## config.mk

```make
export PLATFORM = sky130hd
export DESIGN_NAME = clock_mode_ctrl
export DESIGN_NICKNAME = d
export VERILOG_FILES = /design/src/rtl/clock_pkg.sv /design/src/rtl/alarm_unit.sv /design/src/rtl/clock_mode_ctrl.sv
export SDC_FILE = /design/constraint.sdc
export NUM_CORES = 1
export LEC_CHECK = 0
export CORE_UTILIZATION = 40
export CTS_BUF_LIST = sky130_fd_sc_hd__clkbuf_16
export CTS_CLUSTER_DIAMETER = 150
export DETAILED_ROUTE_END_ITERATION = 10
export PLACE_DENSITY = 0.87
export SYNTH_ARGS = -nofsm -noshare
export SYNTH_HDL_FRONTEND = slang
export SYNTH_SLANG_ARGS = --single-unit
```

## constraint.sdc

```tcl
create_clock -name clk -period 1.3 [get_ports clk]
set_input_delay 0.195 -clock clk [delete_from_list [all_inputs] [get_ports clk]]
set_output_delay 0.195 -clock clk [all_outputs]
set_load 0.005 [all_outputs]
```

## src/rtl/clock_pkg.sv

```systemverilog
// rtl/clock_pkg.sv - shared mode encoding and time moduli for the digital clock controller
package clock_pkg;

  typedef enum logic [2:0] {
    RUN         = 3'd0,
    SET_HRS     = 3'd1,
    SET_MIN     = 3'd2,
    SET_ALM_HRS = 3'd3,
    SET_ALM_MIN = 3'd4
  } mode_t;

  localparam int SEC_MOD = 60;
  localparam int MIN_MOD = 60;
  localparam int HRS_MOD = 24;

endpackage

```

## src/rtl/alarm_unit.sv

```systemverilog
// rtl/alarm_unit.sv - alarm hour/minute registers, arming, match edge detect and buzzer timeout
module alarm_unit
  import clock_pkg::*;
#(
  parameter int W         = 7,
  parameter int HRS_MOD   = 24,
  parameter int MIN_MOD   = 60,
  parameter int BUZZ_SECS = 60
) (
  input  logic         i_clk,
  input  logic         i_rst,
  input  mode_t        i_mode,
  input  logic         i_tick_1hz,
  input  logic         i_inc_hrs,
  input  logic         i_inc_min,
  input  logic         i_btn_alm,
  input  logic         i_cancel,
  input  logic [W-1:0] i_cur_sec,
  input  logic [W-1:0] i_cur_min,
  input  logic [W-1:0] i_cur_hrs,
  output logic [W-1:0] o_alm_min,
  output logic [W-1:0] o_alm_hrs,
  output logic         o_alm_armed,
  output logic         o_buzz
);

  localparam int CW = (BUZZ_SECS > 1) ? $clog2(BUZZ_SECS) : 1;
  localparam logic [CW-1:0] CNT_LAST = CW'(BUZZ_SECS - 1);

  logic [W-1:0]  r_alm_min;
  logic [W-1:0]  r_alm_hrs;
  logic          r_armed;
  logic          r_buzz;
  logic          r_match_q;
  logic [CW-1:0] r_cnt;

  logic [W-1:0]  w_hrs_nxt;
  logic [W-1:0]  w_min_nxt;
  logic          w_match;
  logic          w_fire;

  assign w_hrs_nxt = (r_alm_hrs == W'(HRS_MOD - 1)) ? '0 : r_alm_hrs + W'(1);
  assign w_min_nxt = (r_alm_min == W'(MIN_MOD - 1)) ? '0 : r_alm_min + W'(1);

  // Only the rising edge of a match fires, so a held 00 seconds cannot re-trigger.
  assign w_match = r_armed && (i_mode == RUN) && (i_cur_sec == '0) &&
                   (i_cur_min == r_alm_min) && (i_cur_hrs == r_alm_hrs);
  assign w_fire  = w_match && !r_match_q;

  always_ff @(posedge i_clk) begin
    if (i_rst) begin
      r_alm_min <= '0;
      r_alm_hrs <= '0;
      r_armed   <= 1'b0;
      r_buzz    <= 1'b0;
      r_match_q <= 1'b0;
      r_cnt     <= '0;
    end else begin
      r_match_q <= w_match;
      if (i_inc_hrs) r_alm_hrs <= w_hrs_nxt;
      if (i_inc_min) r_alm_min <= w_min_nxt;
      if (i_btn_alm) r_armed <= ~r_armed;

      if (i_btn_alm && r_armed) begin
        r_buzz <= 1'b0;
        r_cnt  <= '0;
      end else if (w_fire) begin
        r_buzz <= 1'b1;
        r_cnt  <= '0;
      end else if (r_buzz) begin
        if (i_cancel) begin
          r_buzz <= 1'b0;
        end else if (i_tick_1hz) begin
          if (r_cnt == CNT_LAST) r_buzz <= 1'b0;
          else                   r_cnt  <= r_cnt + CW'(1);
        end
      end
    end
  end

  assign o_alm_min   = r_alm_min;
  assign o_alm_hrs   = r_alm_hrs;
  assign o_alm_armed = r_armed;
  assign o_buzz      = r_buzz;

endmodule

```

## src/rtl/clock_mode_ctrl.sv

```systemverilog
// rtl/clock_mode_ctrl.sv - set-mode FSM and counter enable decode for the lab digital clock
module clock_mode_ctrl
  import clock_pkg::*;
#(
  parameter int W         = 7,
  parameter int HRS_MOD   = 24,
  parameter int MIN_MOD   = 60,
  parameter int BUZZ_SECS = 60
) (
  input  logic         clk,
  input  logic         rst,
  input  logic         tick_1hz,
  input  logic         btn_set,
  input  logic         btn_inc,
  input  logic         btn_alm,
  input  logic         sec_z,
  input  logic         min_z,
  input  logic [W-1:0] cur_sec,
  input  logic [W-1:0] cur_min,
  input  logic [W-1:0] cur_hrs,
  output logic         sec_en,
  output logic         min_en,
  output logic         hrs_en,
  output logic         sec_clr,
  output logic [W-1:0] alm_min,
  output logic [W-1:0] alm_hrs,
  output logic         alm_armed,
  output logic         buzz,
  output logic [2:0]   mode
);

  mode_t r_mode;
  logic  r_sec_clr;

  logic  w_buzz;
  logic  w_set;
  logic  w_inc;
  logic  w_sec_en;
  logic  w_min_en;
  logic  w_hrs_en;

  // While buzzing, set/inc only silence the buzzer; otherwise set outranks inc.
  assign w_set = btn_set && !w_buzz;
  assign w_inc = btn_inc && !btn_set && !w_buzz;

  always_ff @(posedge clk) begin
    if (rst) begin
      r_mode    <= RUN;
      r_sec_clr <= 1'b0;
    end else begin
      r_sec_clr <= 1'b0;
      case (r_mode)
        RUN: begin
          if (w_set) begin
            r_mode    <= SET_HRS;
            r_sec_clr <= 1'b1;
          end
        end
        SET_HRS:     if (w_set) r_mode <= SET_MIN;
        SET_MIN:     if (w_set) r_mode <= SET_ALM_HRS;
        SET_ALM_HRS: if (w_set) r_mode <= SET_ALM_MIN;
        SET_ALM_MIN: if (w_set) r_mode <= RUN;
        default:     r_mode <= RUN;
      endcase
    end
  end

  always_comb begin
    w_sec_en = 1'b0;
    w_min_en = 1'b0;
    w_hrs_en = 1'b0;
    if (!rst) begin
      case (r_mode)
        RUN: begin
          w_sec_en = tick_1hz;
          w_min_en = sec_z;
          w_hrs_en = min_z;
        end
        SET_HRS: w_hrs_en = w_inc;
        SET_MIN: w_min_en = w_inc;
        default: ;
      endcase
    end
  end

  alarm_unit #(
    .W         (W),
    .HRS_MOD   (HRS_MOD),
    .MIN_MOD   (MIN_MOD),
    .BUZZ_SECS (BUZZ_SECS)
  ) u_alarm (
    .i_clk       (clk),
    .i_rst       (rst),
    .i_mode      (r_mode),
    .i_tick_1hz  (tick_1hz),
    .i_inc_hrs   (w_inc && (r_mode == SET_ALM_HRS)),
    .i_inc_min   (w_inc && (r_mode == SET_ALM_MIN)),
    .i_btn_alm   (btn_alm),
    .i_cancel    (btn_set || btn_inc),
    .i_cur_sec   (cur_sec),
    .i_cur_min   (cur_min),
    .i_cur_hrs   (cur_hrs),
    .o_alm_min   (alm_min),
    .o_alm_hrs   (alm_hrs),
    .o_alm_armed (alm_armed),
    .o_buzz      (w_buzz)
  );

  assign sec_en  = w_sec_en;
  assign min_en  = w_min_en;
  assign hrs_en  = w_hrs_en;
  assign sec_clr = r_sec_clr && !rst;
  assign buzz    = w_buzz;
  assign mode    = r_mode;

endmodule

```

# After elaboration in Yosys (flattened, before gate mapping)
# Index checks and enable logic that the tools add are counted.
# totals
register_bits,27
input_bits,29
out_inout_bits,23
# op_classes
addsub,3
eq_ne,14
mux,20
bitwise_logic,4
reduce_logical,24
# ops
op,count
2-to-1 mux 3 bit,5
one-hot mux 3 bit (5 select lines),1
adder 7 x 1 -> 7 bit (second input constant),2
== test 7 bit,2
2-to-1 mux 7 bit,2
logical AND 1 bit,12
2-to-1 mux 1 bit,10
!= test 2 bit (second input constant),5
== test 7 x 5 -> 1 bit (second input constant),1
== test 7 x 6 -> 1 bit (second input constant),1
logical NOT 7 bit,1
adder 6 x 1 -> 6 bit (second input constant),1
== test 3 x 2 -> 1 bit (second input constant),2
== test 6 bit (second input constant),1
AND reduction 5 bit,1
logical NOT 1 bit,4
NOT 1 bit,4
one-hot mux 1 bit (2 select lines),2
AND reduction 4 bit,1
OR reduction 2 bit,2
== test 3 x 1 -> 1 bit (second input constant),1
== test 3 bit (second input constant),1
logical NOT 3 bit,1
OR reduction 3 bit,1
logical OR 1 bit,1

# Depth between registers and ports, before layout
# Gate-level depths: netlist of run 1.
# depth
depth_word,7
mapped_depth,6
ltp_nobuf,6

# Modules after synthesis
# A second synthesis of run 1 with hierarchy kept.
# unflattened
cells_unflattened,161
hier_area_um2,1566.5
# modules_own_cells
mod,instances,cells_per_inst,area_each_um2,seq_area_each_um2
alarm_unit,1,131,1283.7,460.4
clock_mode_ctrl,1,30,282.8,80.1

# Worst setup path after synthesis of run 1
# OpenSTA, ideal clock, no wires.
# synth_path
kind,reg-to-reg
from,reg r_mode[2] (netlist: mode[2])
to,reg u_alarm.r_cnt[0]
setup_ps,126
t_arrival_ps,1295
slack_ps,-120
path_stages_with_launch,6
n_path_buf,0
synth_period_minus_slack_ps,1420
path_cell_list,dfxtp_1 > nor4_1 > and4b_1 > nand4_2 > o31ai_4 > nor2_1
# synth_between
elab_chain_len,7
# synth_lines
item,line_no,text
start: declaration,clock_mode_ctrl.sv:32,mode_t r_mode;
start signal: assignment,clock_mode_ctrl.sv:48,r_mode <= RUN;
start signal: assignment,clock_mode_ctrl.sv:55,r_mode <= SET_HRS;
start signal: assignment,clock_mode_ctrl.sv:59,SET_HRS: if (w_set) r_mode <= SET_MIN;
logical NOT 3 bit,alarm_unit.sv:46,assign w_match = r_armed && (i_mode == RUN) && (i_cur_sec == '0) &&
logical AND 1 bit (3 in series),alarm_unit.sv:46,
logical AND 1 bit,alarm_unit.sv:47,(i_cur_min == r_alm_min) && (i_cur_hrs == r_alm_hrs);
logical AND 1 bit,alarm_unit.sv:48,assign w_fire = w_match && !r_match_q;
OR reduction 3 bit (no source line),n/a,
end signal: assignment,alarm_unit.sv:75,else r_cnt <= r_cnt + CW'(1);
end: declaration,alarm_unit.sv:35,logic [CW-1:0] r_cnt;
# No other way between the ends.
# A chain may end at the register's enable or synchronous reset.

# Worst setup path after layout of run 1
# layout_path
from,reg u_alarm.r_buzz (netlist: u_alarm.o_buzz)
to,reg u_alarm.r_alm_hrs[0] (netlist: u_alarm.o_alm_hrs[0])
# layout_between
elab_chain_len,3
# layout_lines
item,line_no,text
start: declaration,alarm_unit.sv:33,logic r_buzz;
start signal: assignment,alarm_unit.sv:55,r_buzz <= 1'b0;
start signal: assignment,alarm_unit.sv:65,r_buzz <= 1'b0;
start signal: assignment,alarm_unit.sv:68,r_buzz <= 1'b1;
logical NOT 1 bit,clock_mode_ctrl.sv:44,assign w_inc = btn_inc && !btn_set && !w_buzz;
logical AND 1 bit,clock_mode_ctrl.sv:44,
logical AND 1 bit,clock_mode_ctrl.sv:96,".i_inc_hrs (w_inc && (r_mode == SET_ALM_HRS)),"
end signal: assignment,alarm_unit.sv:60,if (i_inc_hrs) r_alm_hrs <= w_hrs_nxt;
end: declaration,alarm_unit.sv:31,logic [W-1:0] r_alm_hrs;
# No other way between the ends.

==> flow_summary_export.csv, run 1 <==
group,metric,value,unit
pwr,power.density,710,nW/um2
worst_setup_path,cp_slowest_cell,"dfxtp_4",
worst_setup_path,worstPathRequired,1.45,ns
synthesis,yosysWarnings,0,
route,vias_per_cell,5.17,
clock_tree,clkTransAtPathRegs,0.06,ns
global_routing,grt_max_degree,15,
timing,period_share,120,%
global_routing,grt-ovfl-total,0,
synthesis,yosys-top-cells-area,"dfxtp_1 37%, xor2_1 15%, nor2_1 6.5%, xnor2_1 5.4%, nand2_1 2.9%",
final_layout,final_area,2640,um2
timing,rsz0062_at_grt,"true",
final_layout,fin_cells,308,
synthesis,syn_nets,192,
synthesis,synth_cell_type_count,33,
route,drt_first_iter_violations,60,
worst_setup_path,crit_chain,"nor3b_4 -> buf_4 -> buf_6 -> and4b_1 -> buf_6 -> a41o_1 -> nor2_1",
timing,setup_viol_count_final,26,
global_routing,grt_pass1_wl,7120,um
floorplanning,num_io_pins,52,
route,route.vias.total,1593,
final_layout,syn_to_final_growth,82.3,%
global_routing,antenna_found_initial,0,
clock_tree,htree_levels,1,
final_layout,final_nets,295,
synthesis,syn-cell-area,1450,um2
run_status,violations,"setup timing",
clock_tree,cts-root-buf,"clkbuf_16",
synthesis,synth_top_area_share,37.3,%
global_routing,first_global_vias,1533,
synthesis,async_flop_share,0,%
synthesis,synth_seq_area_share,37.3,%
placement,dp_slack,-0.643,ns
synthesis,synth_most_common_cell,"dfxtp_1",
worst_setup_path,crit_path_frequent_cell,"buf_6",
placement,dp_cells,295,
clock_tree,cts_buffers,3,
synthesis,synth_edf_count,0,
placement,dp_hpwl,2800,um
route,drc,0,
pwr,ir_worst_vdd,0.000530,V
route,postRouteAntennaNets,0,
floorplanning,die_area,3860,um2
synthesis,synth-seq-cells,27,
worst_hold_path,min-delay-start,"rst",
synthesis,synthCells,160,
worst_setup_path,crit_buf_inv,3,
route,drt_wl_total,4820,um
placement,dpl_cell_area,2320,um2
clock_tree,cts.path.max_buffers,2,
worst_setup_path,worst-path-max-fanout,8,
timing,slew_headroom,80.6,%
run_status,status,"complete, but fails checks",
run,max_cap_viol_count,0,
timing,layout_setup_ws,-0.264,ns
worst_setup_path,start_kind,"flop",
worst_setup_path,cp_slowest_stage_delay,0.36,ns
clock_tree,clkLatencyLatePin,0.26,ns
clock_tree,cts_tree,"yes",
synthesis,ys_top_cells_by_count,"27 x dfxtp_1, 25 x nor2_1, 24 x xor2_1, 11 x nand2_1, 9 x xnor2_1",
pwr,p_leak,1.19,nW
synthesis,post_synth.cell_area_avg,9.05,um2
timing,hold_slack,0.447,ns
worst_setup_path,path_delay_family,"simple AND/OR/NAND/NOR gates",
worst_setup_path,crit_start,"u_alarm.o_buzz",
placement,place_congestion,0.806,
worst_setup_path,r2r-start,"u_alarm.o_buzz",
timing,hold_viol,0,
floorplanning,fp.coreArea,3390,um2
timing,finalCriticalPeriod,1.56,ns
synthesis,synth_top_flop_cell,"dfxtp_1",
final_layout,drive_above_1_share,39.3,%
placement,numPortBuffers,51,
route,wire_per_inst,15.7,um
floorplanning,die_x,62.2,um
route,dr.pass1.iters,4,
clock_tree,cts_sinks,27,
final_layout,diodes,0,
timing,drv_slew,0,
worst_setup_path,critPathKind,"flop to flop",
global_routing,track_usage,23.6,%
floorplanning,dieHeight,62.2,um
worst_setup_path,cp-end-kind,"flop",
timing,worst_pin_slew,0.283,ns
timing,max_freq,0.639,GHz
floorplanning,start_util,42.7,%
floorplanning,num_rows,21,
worst_setup_path,arrival,1.71,ns
worst_hold_path,hp-class,"input port to flop",
final_layout,finish.utilization,77.9,%
synthesis,synth_top_cell_by_area,"dfxtp_1",
timing,skew,0.00366,ns
[tightest hold or removal path, delay by kind of cell]
family	cells	cell delay (ns)
buf+inv	2	0.45
simple gates	1	0.03
[metal layers]
layer	wire length, um	vias to the layer above	track usage, %
li1	-	766	-
met1	1850	756	26.3
met2	2670	63	42.9
met3	220	8	4.23
met4	83	0	11.6
met5	0	-	0
[state kept, by name, indices dropped and copies added (netlist names)]
name and count:
u_alarm.o_alm_hrs 7, u_alarm.o_alm_min 7, u_alarm.r_cnt 6, mode 3
r_sec_clr 1, u_alarm.o_alm_armed 1, u_alarm.o_buzz 1, u_alarm.r_match_q 1
[per-stage QoR]
stage          power, mW  setup TNS, ns
6_report            1.87          -4.64
5_1_grt             1.94          -6.25
4_1_cts             1.85          -3.94
3_5_place_dp        1.17         -14.13
3_3_place_gp        1.16         -13.02
2_1_floorplan      0.966         -0.551
[kinds of logic (layout without fill, tap and decap cells)]
| family | Yosys count | count (layout) | synth area share (%) |
|---|---|---|---|
| AOI/OAI and AO/OA | 8 | 8 | 4.93 |
| xor gates and xnor gates | 33 | 33 | 20.0 |
| adders and majority gates | 3 | 3 | 2.59 |
| buffers and inverters | 6 | 108 | 2.33 |
| DFF | 27 | 27 | 37.3 |
| muxes | 4 | 4 | 2.77 |
| and+or+nand+nor | 79 | 79 | 30.1 |
[cell usage in the layout (no fill, tap or decap), drive strengths merged, types with 5 or more instances in the layout]
master         instances
nor3                   7
nand2                 11
xnor2                  9
nand4                  7
nor4                   6
dfxtp                 27
clkdlybuf4s50         19
nand3                  5
nor2                  26
dlygate4sd2           25
xor2                  24
and3                   5
buf                   55
[cell type report]
type                    instances  area (um2)
fillers                       229         751
repair buffers                103         908
clock buffers                   3        75.1
flip-flops and latches         27         571
clock inverters                 1        3.75
multi-input cells             127        1020
well taps                      46        57.6
inverters                       1        3.75
[where the power goes]
group	internal [mW]	leakage (nW)	switching, mW
combinational	0.195	0.918	0.132
sequential	0.839	0.228	0.0170
clock	0.412	0.0423	0.279
[worst paths after layout]
path	endpoint	slack [ns]	cells past startpoint
setup / recovery	u_alarm.o_alm_hrs[0]	-0.26	7
setup reg to reg	u_alarm.o_alm_hrs[0]	-0.26	7
hold / removal	u_alarm.o_alm_armed	0.45	3
hold reg to reg	u_alarm.o_buzz	0.54	1
[repair_timing]
| item | in CTS | in global routing |
|---|---|---|
| buffers inserted | 4 | 6 |
| hold buffers | 0 | 0 |
| pin swaps | 20 | 18 |
| resized for setup | 69 | 27 |
| endpoints found under the setup margin | 45 | 26 |
Power figures use the tool's default switching activity.
==> run 2, diff against run 1 <==
--- a/config.mk
+++ b/config.mk
@@ -5,6 +5,7 @@
 export SDC_FILE = /design/constraint.sdc
 export NUM_CORES = 1
 export LEC_CHECK = 0
+export CORE_MARGIN = 3
 export CORE_UTILIZATION = 40
 export CTS_BUF_LIST = sky130_fd_sc_hd__clkbuf_16
 export CTS_CLUSTER_DIAMETER = 150
==> flow_summary_export.csv, run 2 (synthesis results as in run 1) <==
group,metric,value,unit
route,drt_wl_total,4160,um
clock_tree,cts.path.max_buffers,2,
floorplanning,num_io_pins,52,
pwr,power.density,737,nW/um2
worst_setup_path,arrival,1.69,ns
worst_setup_path,r2r_slack,-0.25,ns
worst_hold_path,hold_end,"u_alarm.o_alm_armed",
pwr,power.switching,0.413,mW
worst_hold_path,hp-class,"input port to flop",
placement,numPortBuffers,51,
worst_hold_path,hold_path_depth,3,
pwr,swShare,22.3,%
floorplanning,fp.coreArea,3420,um2
timing,setup_viol_count_final,24,
pwr,p_int,1.43,mW
clock_tree,cts_tree,"yes",
clock_tree,htree_levels,1,
clock_tree,clkTransAtPathRegs,0.07,ns
pwr,pwr-share-seq,46.2,%
global_routing,antenna_found_initial,0,
route,wire_per_inst,13.8,um
pwr,ir_worst_vdd,0.000584,V
timing,tns,-4.16,ns
run_status,violations,"setup timing",
worst_setup_path,worst-path-max-fanout,6,
worst_setup_path,worstPathRequired,1.44,ns
clock_tree,cts_sinks,27,
run,max_cap_viol_count,0,
final_layout,mostFrequentLayoutCell,"buf_4",
final_layout,mostFrequentLayoutCells,"40 x buf_4, 24 x xor2_1, 24 x dlygate4sd2_1",
floorplanning,die_area,4380,um2
worst_setup_path,cp-end-kind,"flop",
run_status,status,"complete, but fails checks",
global_routing,grt_pass1_wl,6800,um
final_layout,final_nets,289,
floorplanning,num_rows,21,
global_routing,grt-ovfl-total,0,
clock_tree,cts_buffers,3,
final_layout,fin_cells,302,
final_layout,diodes,0,
final_layout,drive_above_1_share,34.4,%
floorplanning,start_util,42.4,%
worst_setup_path,critPathKind,"flop to flop",
floorplanning,die_x,66.2,um
worst_setup_path,reg2regPathDepth,5,
worst_setup_path,r2r-start,"mode[2]",
route,vias_per_cell,5.02,
route,drt_first_iter_violations,108,
timing,slew_headroom,77.5,%
final_layout,syn_to_final_growth,73.2,%
pwr,p_comb_share,16.2,%
placement,dp_cells,295,
timing,period_share,119,%
route,drc,0,
global_routing,grt_max_degree,15,
timing,finalCriticalPeriod,1.55,ns
worst_setup_path,start_kind,"flop",
timing,rsz0062_at_grt,"true",
worst_setup_path,r2r-end,"u_alarm.r_cnt[4]",
floorplanning,dieHeight,66.2,um
pwr,pwr-share-clk,37.6,%
placement,place_congestion,0.806,
timing,skew,0.00486,ns
route,route.vias.total,1515,
clock_tree,clkLatencyLatePin,0.26,ns
route,postRouteAntennaNets,0,
timing,worst_pin_slew,0.335,ns
pwr,p_leak,1.16,nW
timing,hold_viol,0,
timing,layout_setup_ws,-0.253,ns
global_routing,track_usage,20.0,%
global_routing,first_global_vias,1477,
placement,dp_hpwl,2950,um
timing,drv_slew,0,
worst_hold_path,min-delay-start,"rst",
route,dr.pass1.iters,4,
timing,max_freq,0.644,GHz
clock_tree,cts-root-buf,"clkbuf_16",
-- run 2: layout make-up --
| cell class | count | area, um2 |
|---|---|---|
| fillers | 246 | 908 |
| inverters | 1 | 3.75 |
| clock inverters | 1 | 3.75 |
| flip-flops and latches | 27 | 572 |
| clock buffers | 3 | 75.1 |
| well taps | 46 | 57.6 |
| repair buffers | 97 | 837 |
| multi-input cells | 127 | 958 |
-- run 2: how the worst max path moves through the flow --
stage                                    start          endpoint  slack (ns)
after floorplan           u_alarm.o_alm_min[6]  u_alarm.r_cnt[0]       -0.08
after global placement                 btn_inc            min_en       -0.63
after detailed placement               btn_inc            hrs_en       -0.67
after CTS                              mode[2]  u_alarm.r_cnt[4]       -0.26
after global routing                cur_hrs[1]  u_alarm.r_cnt[0]       -0.34
final                                  mode[2]  u_alarm.r_cnt[4]       -0.25
-- run 2: what timing repair did --
| action | in CTS | in global routing |
|---|---|---|
| gates resized for setup | 70 | 5 |
| pin swaps | 27 | 4 |
| buffers inserted | 4 | 0 |
| endpoints found under the setup margin | 45 | 24 |
| hold buffers | 0 | 0 |
-- run 2: worst max-delay path, cell delays in order, from the launching register on --
cell and delay [ns]:
dfxtp_2 0.33, nor4_2 0.24, and4b_1 0.29, nand4_4 0.11, o31ai_4 0.37, nor2_1 0.09
-- run 2: metrics by stage --
step	cell area (um2)	utilization [%]	total power, mW	hold WS (ns)	setup WS [ns]
6_report	2510	73.4	1.85	0.419	-0.253
5_1_grt	2510	73.4	1.91	0.437	-0.339
4_1_cts	2480	72.5	1.85	0.422	-0.259
3_5_place_dp	2320	67.9	1.17	0.517	-0.669
3_3_place_gp	2320	67.9	1.17	0.492	-0.627
2_1_floorplan	1470	-	0.966	0.332	-0.0846
-- run 2: layer usage --
metal / vias to the layer above / track usage [%] / share of wire (%)
met1: 697 / 24.1 / 42
met4: 0 / 3.81 / 0.89
li1: 752 / - / -
met2: 59 / 37.2 / 52
met3: 7 / 3.06 / 5.6
met5: - / 0 / 0
-- run 2: power groups by stage --
stage               sequential [mW]  clock (mW)  combinational, mW
finish                        0.853       0.695              0.299
global route                  0.854       0.735              0.323
CTS                           0.854       0.693              0.298
detailed placement            0.875           0              0.297
global placement              0.875           0              0.292
floorplan                     0.877           0             0.0887
